File: config.mk
export PLATFORM = sky130hd
export DESIGN_NAME = syst_deskew
export DESIGN_NICKNAME = d
export VERILOG_FILES = /design/src/rtl/syst_pkg.sv /design/src/rtl/syst_row_fifo.sv /design/src/rtl/syst_deskew.sv
export SDC_FILE = /design/constraint.sdc
export NUM_CORES = 1
export LEC_CHECK = 0
export CAP_MARGIN = 20
export CORE_ASPECT_RATIO = 0.6
export CORE_UTILIZATION = 50
export CTS_CLUSTER_DIAMETER = 60
export DETAILED_ROUTE_END_ITERATION = 10
export GPL_TIMING_DRIVEN = 0
export PLACE_DENSITY = 0.8
export SYNTH_ARGS = -nofsm -noshare
export SYNTH_HDL_FRONTEND = slang
export SYNTH_SLANG_ARGS = --single-unit
File: constraint.sdc
create_clock -name clk_i -period 2.16 [get_ports clk_i]
set_input_delay 0.324 -clock clk_i [delete_from_list [all_inputs] [get_ports clk_i]]
set_output_delay 0.324 -clock clk_i [all_outputs]
set_load 0.02 [all_outputs]
File: src/rtl/syst_pkg.sv
// Shared defaults and the column partial-sum type for the systolic drain path.
package syst_pkg;
  localparam int SYST_N_COLS   = 4;
  localparam int SYST_SO_WIDTH = 17;
  localparam int SYST_DEPTH    = 4;

  typedef logic [SYST_SO_WIDTH-1:0] psum_t;
endpackage

File: src/rtl/syst_row_fifo.sv
// Row buffer for aligned result rows.
// A push into a full buffer is only accepted when a pop frees a slot on the same edge.
module syst_row_fifo #(
  parameter int WIDTH = 68,
  parameter int DEPTH = 4
) (
  input  logic                     clk_i,
  input  logic                     rst_ni,
  input  logic                     push_i,
  input  logic [WIDTH-1:0]         data_i,
  input  logic                     pop_i,
  output logic [WIDTH-1:0]         data_o,
  output logic [$clog2(DEPTH):0]   count_o,
  output logic                     drop_o
);
  localparam int AW = $clog2(DEPTH);
  localparam int CW = AW + 1;

  logic [WIDTH-1:0] mem [DEPTH];
  logic [AW-1:0]    wr_ptr_q;
  logic [AW-1:0]    rd_ptr_q;
  logic [CW-1:0]    count_q;
  logic             empty;
  logic             full;
  logic             do_pop;
  logic             do_push;

  assign empty   = (count_q == '0);
  assign full    = (count_q == CW'(DEPTH));
  assign do_pop  = pop_i && !empty;
  assign do_push = push_i && (!full || do_pop);
  assign drop_o  = push_i && full && !do_pop;

  // Pointers wrap naturally because DEPTH is a power of two.
  always_ff @(posedge clk_i or negedge rst_ni) begin
    if (!rst_ni) begin
      wr_ptr_q <= '0;
      rd_ptr_q <= '0;
      count_q  <= '0;
    end else begin
      if (do_push) wr_ptr_q <= wr_ptr_q + AW'(1);
      if (do_pop)  rd_ptr_q <= rd_ptr_q + AW'(1);
      case ({do_push, do_pop})
        2'b10:   count_q <= count_q + CW'(1);
        2'b01:   count_q <= count_q - CW'(1);
        default: count_q <= count_q;
      endcase
    end
  end

  always_ff @(posedge clk_i) begin
    if (do_push) mem[wr_ptr_q] <= data_i;
  end

  // Storage is not reset, so an empty buffer presents zeros.
  assign data_o  = empty ? '0 : mem[rd_ptr_q];
  assign count_o = count_q;
endmodule

File: src/rtl/syst_deskew.sv
// Realigns the diagonally skewed bottom-row outputs of a systolic array into whole rows
// and buffers them for a valid/ready consumer.
module syst_deskew
  import syst_pkg::*;
#(
  parameter int N_COLS   = SYST_N_COLS,
  parameter int SO_WIDTH = SYST_SO_WIDTH,
  parameter int DEPTH    = SYST_DEPTH
) (
  input  logic                         clk_i,
  input  logic                         rst_ni,
  input  logic [N_COLS-1:0]            valid_i,
  input  logic [N_COLS*SO_WIDTH-1:0]   psumm_i,
  output logic [N_COLS*SO_WIDTH-1:0]   row_o,
  output logic                         row_valid_o,
  input  logic                         row_ready_i,
  output logic [$clog2(DEPTH):0]       count_o,
  output logic                         ovf_o,
  output logic                         align_err_o,
  input  logic                         err_clr_i
);
  localparam int RW = N_COLS * SO_WIDTH;

  logic [N_COLS-1:0] al_v;
  logic [RW-1:0]     al_d;
  logic              all_v;
  logic              skew_err;
  logic              drop;
  logic              ovf_q;
  logic              align_err_q;

  // Column c lags column 0 by c cycles, so it is delayed by N_COLS-1-c stages to line up
  // with the live last column. Stages shift every cycle whether or not data is valid.
  for (genvar c = 0; c < N_COLS; c++) begin : g_col
    localparam int L = N_COLS - 1 - c;
    if (L == 0) begin : g_live
      assign al_v[c]                       = valid_i[c];
      assign al_d[c*SO_WIDTH +: SO_WIDTH]  = psumm_i[c*SO_WIDTH +: SO_WIDTH];
    end else begin : g_dly
      logic [L-1:0]        v_q;
      logic [SO_WIDTH-1:0] d_q [L];

      always_ff @(posedge clk_i or negedge rst_ni) begin
        if (!rst_ni) begin
          v_q <= '0;
          for (int k = 0; k < L; k++) d_q[k] <= '0;
        end else begin
          v_q[0] <= valid_i[c];
          d_q[0] <= psumm_i[c*SO_WIDTH +: SO_WIDTH];
          for (int k = 1; k < L; k++) begin
            v_q[k] <= v_q[k-1];
            d_q[k] <= d_q[k-1];
          end
        end
      end

      assign al_v[c]                      = v_q[L-1];
      assign al_d[c*SO_WIDTH +: SO_WIDTH] = d_q[L-1];
    end
  end

  // A partially valid aligned vector means the producer broke the skew contract.
  assign all_v    = &al_v;
  assign skew_err = (|al_v) && !all_v;

  // Handshake: row_o is offered while row_valid_o is high and must hold steady until
  // row_ready_i is seen high on a rising edge, which pops it; ready has no effect when empty.
  syst_row_fifo #(
    .WIDTH (RW),
    .DEPTH (DEPTH)
  ) u_fifo (
    .clk_i   (clk_i),
    .rst_ni  (rst_ni),
    .push_i  (all_v),
    .data_i  (al_d),
    .pop_i   (row_ready_i),
    .data_o  (row_o),
    .count_o (count_o),
    .drop_o  (drop)
  );

  assign row_valid_o = (count_o != '0);

  // A new error event on the clear cycle keeps the flag set.
  always_ff @(posedge clk_i or negedge rst_ni) begin
    if (!rst_ni) begin
      ovf_q       <= 1'b0;
      align_err_q <= 1'b0;
    end else begin
      ovf_q       <= drop     || (ovf_q       && !err_clr_i);
      align_err_q <= skew_err || (align_err_q && !err_clr_i);
    end
  end

  assign ovf_o       = ovf_q;
  assign align_err_o = align_err_q;
endmodule

* After elaboration in Yosys (flattened, before gate mapping) *
Memory sizes are Yosys's and may differ from the RTL's.
Index checks and enable logic that the tools add are counted.

storage, ports and cells
  register bits = 117
  memory bits (writable) = 272
  bits of input ports = 76
  word-level logic and storage cells = 46
  memories = 1

memories
  memory      depth  bits a word  read ports  clocked after memory_dff  write ports  RTL line             RTL
  u_fifo.mem  4      68           1           0                         1            syst_row_fifo.sv:19  logic [WIDTH-1:0] mem [DEPTH];

operators by class
  $add $sub $neg = 4
  equal/unequal tests = 3
  muxes and demuxes = 4
  reductions and logical operators = 20

operators by type and width
  cell                   number
  $mux W68               1
  $logic_and A1 B1 Y1    7
  $pmux W3 S2            1
  $logic_not A1 Y1       5
  $add A2 B1 Y2 const B  2
  $reduce_and A4 Y1      1
  $reduce_or A4 Y1       1
  $add A3 B1 Y3 const B  1
  $eq A3 B3 Y1 const B   1
  $logic_not A3 Y1       1
  $logic_or A1 B1 Y1     3
  $reduce_bool A3 Y1     1
  $sub A3 B1 Y3 const B  1
  $eq A2 B1 Y1 const B   1
  $eq A2 B2 Y1 const B   1
  $mux W1                2
  $reduce_bool A2 Y1     1

* Logic depth before layout (Yosys ltp) *
Gate-level depths: netlist of the first run.

  depth in word-level cells = 7
  mapped depth = 9

* Modules after synthesis *
From an unflattened synthesis of the first run, not the netlist that was laid out.

second synthesis, totals
  cells, all modules = 600
  area total of the unflattened synthesis = 13,654.3 um^2

modules (own cells, without submodules)
  module         times used  cells each  area an instance (um^2)  sequential area each (um^2)
  syst_row_fifo  1           484         10,851.7                 8,343.0
  syst_deskew    1           116         2,802.7                  2,752.6

* Worst setup path before layout of the first run *
Ideal clock, no wire load.

  path kind = register -> register
  start = reg u_fifo.count_q[0] (netlist: u_fifo.count_o[0])
  end = reg u_fifo.count_q[2] (netlist: u_fifo.count_o[2])
  library setup time = 0.080 ns
  arrival time = 2.198 ns
  data required time = 2.080 ns
  setup slack = -0.117 ns
  stages on the path, launching flop included = 10
  path buffers = 0
  clock period less this slack = 2.277 ns
  cells stage by stage = dfrtp_1 or4b_4 nor2b_4 inv_1 ha_1 inv_1 fa_1 xor2_1 nor2_1 xor2_1

on the way
  longest elaborated chain between the ends = 7

RTL lines
  element                                                   RTL line             RTL
  start: declaration                                        syst_row_fifo.sv:22  logic [CW-1:0] count_q;
  start signal: assignment                                  syst_row_fifo.sv:44  2'b10: count_q <= count_q + CW'(1);
  start signal: assignment                                  syst_row_fifo.sv:45  2'b01: count_q <= count_q - CW'(1);
  start signal: assignment                                  syst_row_fifo.sv:46  default: count_q <= count_q;
  $logic_not A3 Y1                                          syst_row_fifo.sv:28  assign empty = (count_q == '0);
  $logic_not A1 Y1                                          syst_row_fifo.sv:30  assign do_pop = pop_i && !empty;
  $logic_and A1 B1 Y1                                       syst_row_fifo.sv:30
  $logic_or A1 B1 Y1                                        syst_row_fifo.sv:31  assign do_push = push_i && (!full || do_pop);
  $logic_and A1 B1 Y1                                       syst_row_fifo.sv:31
  $eq A2 B1 Y1 / $eq A2 B2 Y1 (equally long branches)       syst_row_fifo.sv:43  case ({do_push, do_pop})
  $pmux W3 S2 / $reduce_bool A2 Y1 (equally long branches)  --

Parallel ways exist; a longest one is shown, timed or not.
A chain may end at the register's enable or synchronous reset.

* Worst setup path after layout of the first run *
  start = reg u_fifo.rd_ptr_q[0]
  end = out row_o[7]

on the way
  longest elaborated chain between the ends = 2

RTL lines
  element                   RTL line             RTL
  start: declaration        syst_row_fifo.sv:21  logic [AW-1:0] rd_ptr_q;
  start signal: assignment  syst_row_fifo.sv:42  if (do_pop) rd_ptr_q <= rd_ptr_q + AW'(1);
  $mem_v2 Z4 W68            --
  $mux W68                  syst_row_fifo.sv:56  assign data_o = empty ? '0 : mem[rd_ptr_q];
  end: declaration          syst_deskew.sv:14    output logic [N_COLS*SO_WIDTH-1:0] row_o,

No other way between the ends.

==> impl_metrics.ini, run 1 <==
[run_status]
status = finished, violations left
violations = setup timing

[yosys]
ys_seq_area_share_pct = 82.37
synth-seq-cells = 389
avgSynthCellArea_um2 = 22.95
syn_nets = 669
synth_top_area_cell = edfxtp_1
synth.distinct_cells = 24
synth_top_area_share_pct = 60.64
syn_area_um2 = 13470
synth_area_leaders = edfxtp_1 61%, dfrtp_1 22%, mux4_2 11%, and2_1 3.2%, ha_1 0.46%
synth_cells = 587
yosys_warnings = 0

[timing]
setup_viol = 69
hold_ws_ns = 0.2330
finalMaxSlewViolations = 0
setup_ws_ns = -0.3238
period_share_pct = 115.0
maxSlewHeadroom_pct = 64.12
tightest_slew_ns = 0.5382
min_period_ns = 2.484
rsz0062_at_grt = yes
hold_violations = 0
finalClockSkew_ns = 0.01822
fmax_ghz = 0.4026
fin_setup_tns_ns = -15.42

[die]
core_area_um2 = 26420
die_area_um2 = 27620
num_io_pins = 150
rows = 46
die_h_um = 129.1
initial_utilization_pct = 50.99
die_width_um = 213.9

[clocking]
cts-buffers-inserted = 35
clk_latency_ns = 0.52
path_clk_slew_ns = 0.07
clockRootBuffer = clkbuf_16
cts_sinks = 389
cts_tree = done
htreeDepth = 2
clockBufferDepth = 3

[global_routing]
overflow = 0
track_usage_pct = 18.06
grt_pass1_wl_um = 36800
antenna_found_initial = 2
grt_pass1_vias = 6235
grt_max_degree = 79

[final_layout]
final_cells = 1202
synthToLayoutAreaGrowth_pct = 27.19
drive_gt1_share_pct = 35.12
nNetsFinal = 895
design_area_um2 = 17130
postLayoutCoreUtil_pct = 64.85

[critical_path]
worstSetupStartpointType = flop
reg2reg_from = u_fifo.count_o[1]$_DFFE_PN0P_
path_class = reg2out
r2r_cells = 10
worstPathMaxFanout = 10
r2r-end = u_fifo.count_o[2]$_DFFE_PN0P_
cp-end-kind = output pin
crit_arrival_ns = 2.16
r2r_setup_slack_ns = -0.17
cp-startpoint = u_fifo.rd_ptr_q[0]$_DFFE_PN0P_
crit_required_ns = 1.84

[placement]
hpwlAfterDp_um = 14310
dpl_cell_area_um2 = 15550
dp.cells = 1101
place_congestion = 0.7219
port_buffers = 149
preCtsSetupSlack_ns = -0.5908

[routing]
drt_first_pass_iters = 4
post-route-drc-count = 0
wl_um = 25440
dr.first_iter.drc_count = 541
via_count = 6170
wl_per_cell_um = 21.16
vias_per_cell = 5.133
postRouteAntennaNets = 0

[power]
finalPower_mw = 21.90
power_density_nw_per_um2 = 1278
p_leak_nw = 6.253
vdd_drop_max_mv = 0.8271

[worst_hold_path]
whs_path_depth = 1
worstHoldPathType = in2reg
worstHoldEndpoint = g_col[0].g_dly.d_q[47]$_DFF_PN0_
min_from = psumm_i[13]

[flow_run]
drv_cap = 0
==> how the worst max path moves through the flow <==
| stage | slack, ns | end |
|---|---|---|
| 4_1_cts | -0.40 | row_o[31] |
| 3_3_place_gp | -4.54 | u_fifo.count_o[0]$_DFFE_PN0P_ |
| 2_1_floorplan | -0.05 | u_fifo.mem[0][0]$_DFFE_PP_ |
| 6_report | -0.32 | row_o[7] |
| 5_1_grt | -0.38 | row_o[7] |
| 3_5_place_dp | -0.59 | row_o[39] |
==> sequential cells by signal, summed over array words and instances, names as in the netlist <==
name	flops
ovf_o	1
g_col.g_dly.v_q	6
g_col.g_dly.d_q	68
al_d	34
u_fifo.count_o	3
u_fifo.mem	272
u_fifo.wr_ptr_q	2
u_fifo.rd_ptr_q	2
align_err_o	1
==> power by group <==
group          total [mW]  internal, mW  switching [mW]
sequential           8.48          8.33           0.154
combinational        7.37          3.83            3.54
clock                6.05          3.47            2.57
total                21.9          15.6            6.27
==> layout by cell type (no fill, tap or decap), drive strengths merged, types with 2 or more instances in the layout <==
cell / netlist / final
or3: 1 / 2
inv: 8 / 9
xnor2: 3 / 3
xor2: 3 / 3
o21ai: 2 / 2
clkbuf: 13 / 66
mux4: 68 / 68
ha: 5 / 5
buf: 11 / 113
clkdlybuf4s50: 0 / 79
clkinv: 0 / 10
edfxtp: 272 / 272
bufinv: 0 / 2
nand2: 2 / 2
and2: 73 / 76
diode: 0 / 2
dfrtp: 117 / 117
==> cell usage after synthesis <==
cell type,instances
xor2_1,3
or4_1,1
ha_1,5
nand2_1,2
clkbuf_1,13
xnor2_1,3
fa_1,1
or4b_4,1
inv_1,8
or3_1,1
mux4_2,68
nor2_1,1
nand3_1,1
and2_2,4
nor2b_4,1
nand4_1,1
mux2_4,1
o22ai_1,1
buf_4,7
o21ai_0,2
and2_1,69
edfxtp_1,272
dfrtp_1,117
buf_2,4
==> what timing repair did <==
item,CTS,global route
cloned,3,6
pin swaps,4,12
gates resized for setup,349,77
hold buffers,1,0
setup endpoints to repair,71,247
setup buffers,12,15
endpoints found under the hold margin,39,0
==> cell type report <==
| type | count | area [um^2] |
|---|---|---|
| sequential | 389 | 11100 |
| clock inverter | 14 | 137.6 |
| antenna | 2 | 5.005 |
| inverter | 8 | 30.03 |
| timing repair buffer | 186 | 1792 |
| tap | 360 | 450.4 |
| multi-input combinational | 170 | 2364 |
| buffer | 23 | 264.0 |
| fill | 1705 | 9285 |
| clock buffer | 50 | 993.5 |
==> metal layers <==
| metal | track usage [%] | up-vias | wire (um) |
|---|---|---|---|
| li1 | - | 2739 | - |
| met1 | 26.74 | 3237 | 12150 |
| met2 | 27.69 | 166 | 11780 |
| met3 | 4.014 | 28 | 1204 |
| met4 | 4.655 | 0 | 294 |
| met5 | 0 | - | 0 |
==> cells by family after synthesis <==
family                     share of synthesized area, %
and+or+nand+nor                                   3.901
adders and majority gates                        0.6130
DFF                                               82.37
xor gates and xnor gates                         0.3902
muxes                                             11.48
AOI/OAI and AO/OA                                0.1208
buffers and inverters                             1.124
==> critical path, stage by stage (launching register included) <==
cell,delay (ns)
dfrtp_1,0.38
buf_12,0.18
buf_12,0.16
buf_4,0.12
mux4_2,0.48
and2_4,0.17
buf_6,0.13
Power figures use the tool's default switching activity.
==> run 2, diff against run 1 <==
Settings changed: GPL_TIMING_DRIVEN 0 to default.
==> impl_metrics.ini, run 2 (synthesis gave the netlist of run 1 again) <==
[critical_path]
crit_arrival_ns = 2.20
cpMaxStageDelayCell = dfrtp_4
crit_required_ns = 1.84
cp-end-kind = output pin
critPathMaxStageDelay_ns = 0.50
path_class = reg2out
worstPathCellList = buf_12 -> buf_8 -> buf_12 -> mux4_2 -> and2_4 -> buf_6
worstSetupStartpointType = flop
worstPathMaxFanout = 6
worst_path_most_repeated_cell = buf_12

[clocking]
cts_tree = done
cts-buffers-inserted = 36
clockBufferDepth = 3
cts_sinks = 389
path_clk_slew_ns = 0.07
htreeDepth = 2
clk_latency_ns = 0.53
clockRootBuffer = clkbuf_16

[global_routing]
grt_pass1_vias = 6932
grt_max_degree = 55
track_usage_pct = 19.85
grt_pass1_wl_um = 40540
antenna_found_initial = 0
overflow = 0

[final_layout]
drive_gt1_share_pct = 38.54
final_cells = 1193
diodes = 0
final_cell_mix = 272 x edfxtp_1, 114 x dfrtp_1, 79 x clkdlybuf4s50_1
top_register = u_fifo.mem
final_common_cell = edfxtp_1
largest_reg_flops = 272
design_area_um2 = 17610
nNetsFinal = 887
synthToLayoutAreaGrowth_pct = 30.72
postLayoutCoreUtil_pct = 66.65

[timing]
fmax_ghz = 0.3965
period_share_pct = 116.8
finalClockSkew_ns = 0.01272
finalMaxSlewViolations = 0
maxSlewHeadroom_pct = 64.02
tightest_slew_ns = 0.5397
setup_ws_ns = -0.3621
fin_setup_tns_ns = -19.39
setup_viol = 68
rsz0062_at_grt = yes
hold_violations = 0
min_period_ns = 2.522

[placement]
preCtsSetupSlack_ns = -0.4465
dp.cells = 1107
place_congestion = 0.7329
dpl_cell_area_um2 = 15850
port_buffers = 149
hpwlAfterDp_um = 15570

[power]
pwr-share-clk_pct = 27.5
p_leak_nw = 6.453
seqPwrFrac_pct = 36.1
p_sw_share_pct = 28.07
intPower_mw = 16.99
switching_power_mw = 6.631
vdd_drop_max_mv = 0.8622
power_density_nw_per_um2 = 1341
comb_power_share_pct = 36.5

[flow_run]
drv_cap = 0

[worst_hold_path]
worstHoldPathType = in2reg

[routing]
via_count = 6294
vias_per_cell = 5.276
postRouteAntennaNets = 0
wl_um = 26600
wl_per_cell_um = 22.30
post-route-drc-count = 0
dr.first_iter.drc_count = 531
drt_first_pass_iters = 5

[run_status]
status = finished, violations left
violations = setup timing

[die]
num_io_pins = 150
die_area_um2 = 27620
rows = 46
core_area_um2 = 26420
die_width_um = 213.9
initial_utilization_pct = 50.99
die_h_um = 129.1
==> run 2: timing repair <==
item,4_1_cts,5_1_grt
endpoints found under the setup margin,71,70
gates cloned,6,3
hold buffers,1,0
gates resized for setup,474,2
hold endpoints to repair,51,0
pin swaps,37,20
setup buffers,11,0
==> run 2: stage by stage <==
| step | hold slack [ns] | power (mW) |
|---|---|---|
| after detailed placement | 0.3327 | 15.65 |
| after floorplan | 0.02841 | 12.53 |
| after global routing | 0.2104 | 24.56 |
| after global placement | 0.3270 | 15.54 |
| after CTS | 0.2022 | 23.74 |
| final | 0.2256 | 23.62 |
==> run 2: area by class of cell <==
cell class / count / area (um^2)
multi-input combinational: 166 / 2396
inverter: 8 / 30.03
timing repair buffer: 204 / 2416
clock buffer: 46 / 979.7
fill: 1631 / 8810
tap: 360 / 450.4
sequential: 389 / 11100
clock inverter: 20 / 231.5
==> run 2: worst max-delay path: cells and delay by family (launching register included) <==
kind / cells / cell delay, ns
buffers and inverters: 4 / 0.54
AND/OR/NAND/NOR: 1 / 0.17
multiplexers: 1 / 0.47
flip-flops: 1 / 0.50
==> run 2: power groups by stage <==
stage	sequential, mW	combinational, mW	clock, mW
after global placement	8.65	6.89	0
after CTS	8.52	8.60	6.62
after floorplan	8.62	3.90	0
final	8.52	8.62	6.48
after global routing	8.55	9.09	6.92
after detailed placement	8.69	6.96	0
==> run 2: final timing paths <==
path | startpoint | endpoint | slack [ns] | cells after the start
max in group asynchronous | rst_ni | al_d[12]$_DFF_PN0_ | 1.25 | 3
min reg2reg | g_col[1].g_dly.d_q[19]$_DFF_PN0_ | al_d[19]$_DFF_PN0_ | 0.34 | 0
max | u_fifo.rd_ptr_q[0]$_DFFE_PN0P_ | row_o[43] | -0.36 | 6
max reg2reg | u_fifo.count_o[0]$_DFFE_PN0P_ | u_fifo.count_o[2]$_DFFE_PN0P_ | 0.02 | 9
min | psumm_i[8] | g_col[0].g_dly.d_q[42]$_DFF_PN0_ | 0.23 | 1
min in group asynchronous | rst_ni | al_d[19]$_DFF_PN0_ | 0.33 | 2
==> run 2: routing by layer <==
metal / up-vias / part of all wire [%] / track usage [%]
li1: 2718 / - / -
met4: 0 / 1.7 / 5.882
met2: 245 / 48 / 31.72
met1: 3294 / 43 / 28.11
met5: - / 0 / 0
met3: 37 / 6.5 / 4.202
==> run 3, diff against run 2 <==
Settings changed: PLACE_DENSITY 0.8 to 0.75.
==> impl_metrics.ini, run 3 (synthesis gave the netlist of run 1 again) <==
[timing]
min_period_ns = 2.492
finalMaxSlewViolations = 0
maxSlewHeadroom_pct = 61.20
period_share_pct = 115.4
setup_viol = 69
hold_violations = 0
rsz0062_at_grt = yes
fmax_ghz = 0.4012
finalClockSkew_ns = 0.01555
setup_ws_ns = -0.3324
tightest_slew_ns = 0.5820

[global_routing]
antenna_found_initial = 0
grt_pass1_vias = 6704
track_usage_pct = 19.14
grt_max_degree = 70
grt_pass1_wl_um = 39400
overflow = 0

[final_layout]
drive_gt1_share_pct = 39.62
final_cells = 1198
final_common_cell = edfxtp_1
diodes = 0
top_register = u_fifo.mem
nNetsFinal = 894
largest_reg_flops = 272
design_area_um2 = 17700
postLayoutCoreUtil_pct = 66.99
synthToLayoutAreaGrowth_pct = 31.38
final_cell_mix = 272 x edfxtp_1, 114 x dfrtp_1, 79 x clkdlybuf4s50_1, 79 x buf_6, 68 x mux4_2
fillers = 1658

[power]
p_sw_share_pct = 27.30
comb_power_share_pct = 35.7
finalPower_mw = 23.88
intPower_mw = 17.36
p_leak_nw = 6.501
switching_power_mw = 6.520
power_density_nw_per_um2 = 1349
vdd_drop_max_mv = 0.7599
seqPwrFrac_pct = 35.9
pwr-share-clk_pct = 28.4

[placement]
dp.cells = 1109
preCtsSetupSlack_ns = -0.5013
place_congestion = 0.7279
port_buffers = 149
dpl_cell_area_um2 = 15850
hpwlAfterDp_um = 15160

[critical_path]
crit_required_ns = 1.84
worstSetupStartpointType = flop
worstPathMaxFanout = 8
path_class = reg2out
crit_arrival_ns = 2.17
cp-end-kind = output pin

[clocking]
cts-buffers-inserted = 35
cts_sinks = 389
htreeDepth = 2
clockBufferDepth = 3
cts_tree = done
path_clk_slew_ns = 0.07
clockRootBuffer = clkbuf_16
clk_latency_ns = 0.51

[routing]
via_count = 6255
post-route-drc-count = 0
dr.first_iter.drc_count = 456
drt_first_pass_iters = 5
postRouteAntennaNets = 0
vias_per_cell = 5.221
wl_per_cell_um = 21.15
wl_um = 25330

[run_status]
violations = setup timing
status = finished, violations left

[die]
die_width_um = 213.9
core_area_um2 = 26420
die_area_um2 = 27620
die_h_um = 129.1
num_io_pins = 150
initial_utilization_pct = 50.99
rows = 46

[worst_hold_path]
worstHoldPathType = in2async

[flow_run]
drv_cap = 0
[run 3: worst paths after layout]
kind	startpoint	to	slack [ns]	cells past startpoint
worst max-delay path	u_fifo.rd_ptr_q[0]$_DFFE_PN0P_	row_o[54]	-0.33	6
worst min-delay path	rst_ni	al_d[33]$_DFF_PN0_	0.18	2
worst max register to register	u_fifo.count_o[0]$_DFFE_PN0P_	u_fifo.count_o[2]$_DFFE_PN0P_	-0.04	9
worst min register to register	g_col[0].g_dly.v_q[1]$_DFF_PN0_	g_col[0].g_dly.v_q[2]$_DFF_PN0_	0.34	0
max in group asynchronous	rst_ni	u_fifo.rd_ptr_q[0]$_DFFE_PN0P_	1.13	3
min in group clk_i	psumm_i[16]	g_col[0].g_dly.d_q[50]$_DFF_PN0_	0.24	1
[run 3: timing repair]
item	in CTS	in global routing
gates cloned	4	1
gates resized for setup	414	77
endpoints found under the hold margin	77	0
hold buffers	1	0
setup endpoints to repair	70	69
pin swaps	5	0
buffers inserted	23	1
[run 3: through the flow]
step                hold slack (ns)  setup TNS (ns)
floorplan                   0.02841          -14.03
global placement             0.1641          -25.94
detailed placement           0.1695          -32.77
CTS                          0.1597          -24.09
global route                 0.1778          -23.84
finish                       0.1837          -18.13
[run 3: critical path, stage by stage, from the launching register on]
cell and delay, ns:
dfrtp_4 0.55, buf_6 0.16, buf_12 0.14, buf_12 0.12, mux4_2 0.41, and2_4 0.15, buf_6 0.12
[run 3: power by group through the flow]
stage | Sequential [mW] | Combinational (mW) | Clock, mW
floorplan | 8.62 | 3.90 | 0
finish | 8.58 | 8.52 | 6.78
CTS | 8.58 | 8.07 | 6.92
detailed placement | 8.74 | 6.95 | 0
global placement | 8.71 | 6.87 | 0
global route | 8.61 | 9.01 | 7.24
[run 3: routing by layer]
layer	global-route usage (%)	vias up	wire length, um
met5	0	-	0
met4	4.444	0	357
met3	4.484	33	1360
met2	30.19	189	12200
met1	27.63	3319	11410
li1	-	2714	-
[run 3: cell type report]
type / instances / area (um^2) / area share (%)
Sequential cell: 389 / 11100 / 62.75
Timing Repair Buffer: 212 / 2425 / 13.70
Multi-Input combinational cell: 166 / 2399 / 13.55
Clock buffer: 47 / 1057 / 5.974
Tap cell: 360 / 450.4 / 2.545
Clock inverter: 16 / 231.5 / 1.308
Inverter: 8 / 30.03 / 0.1697
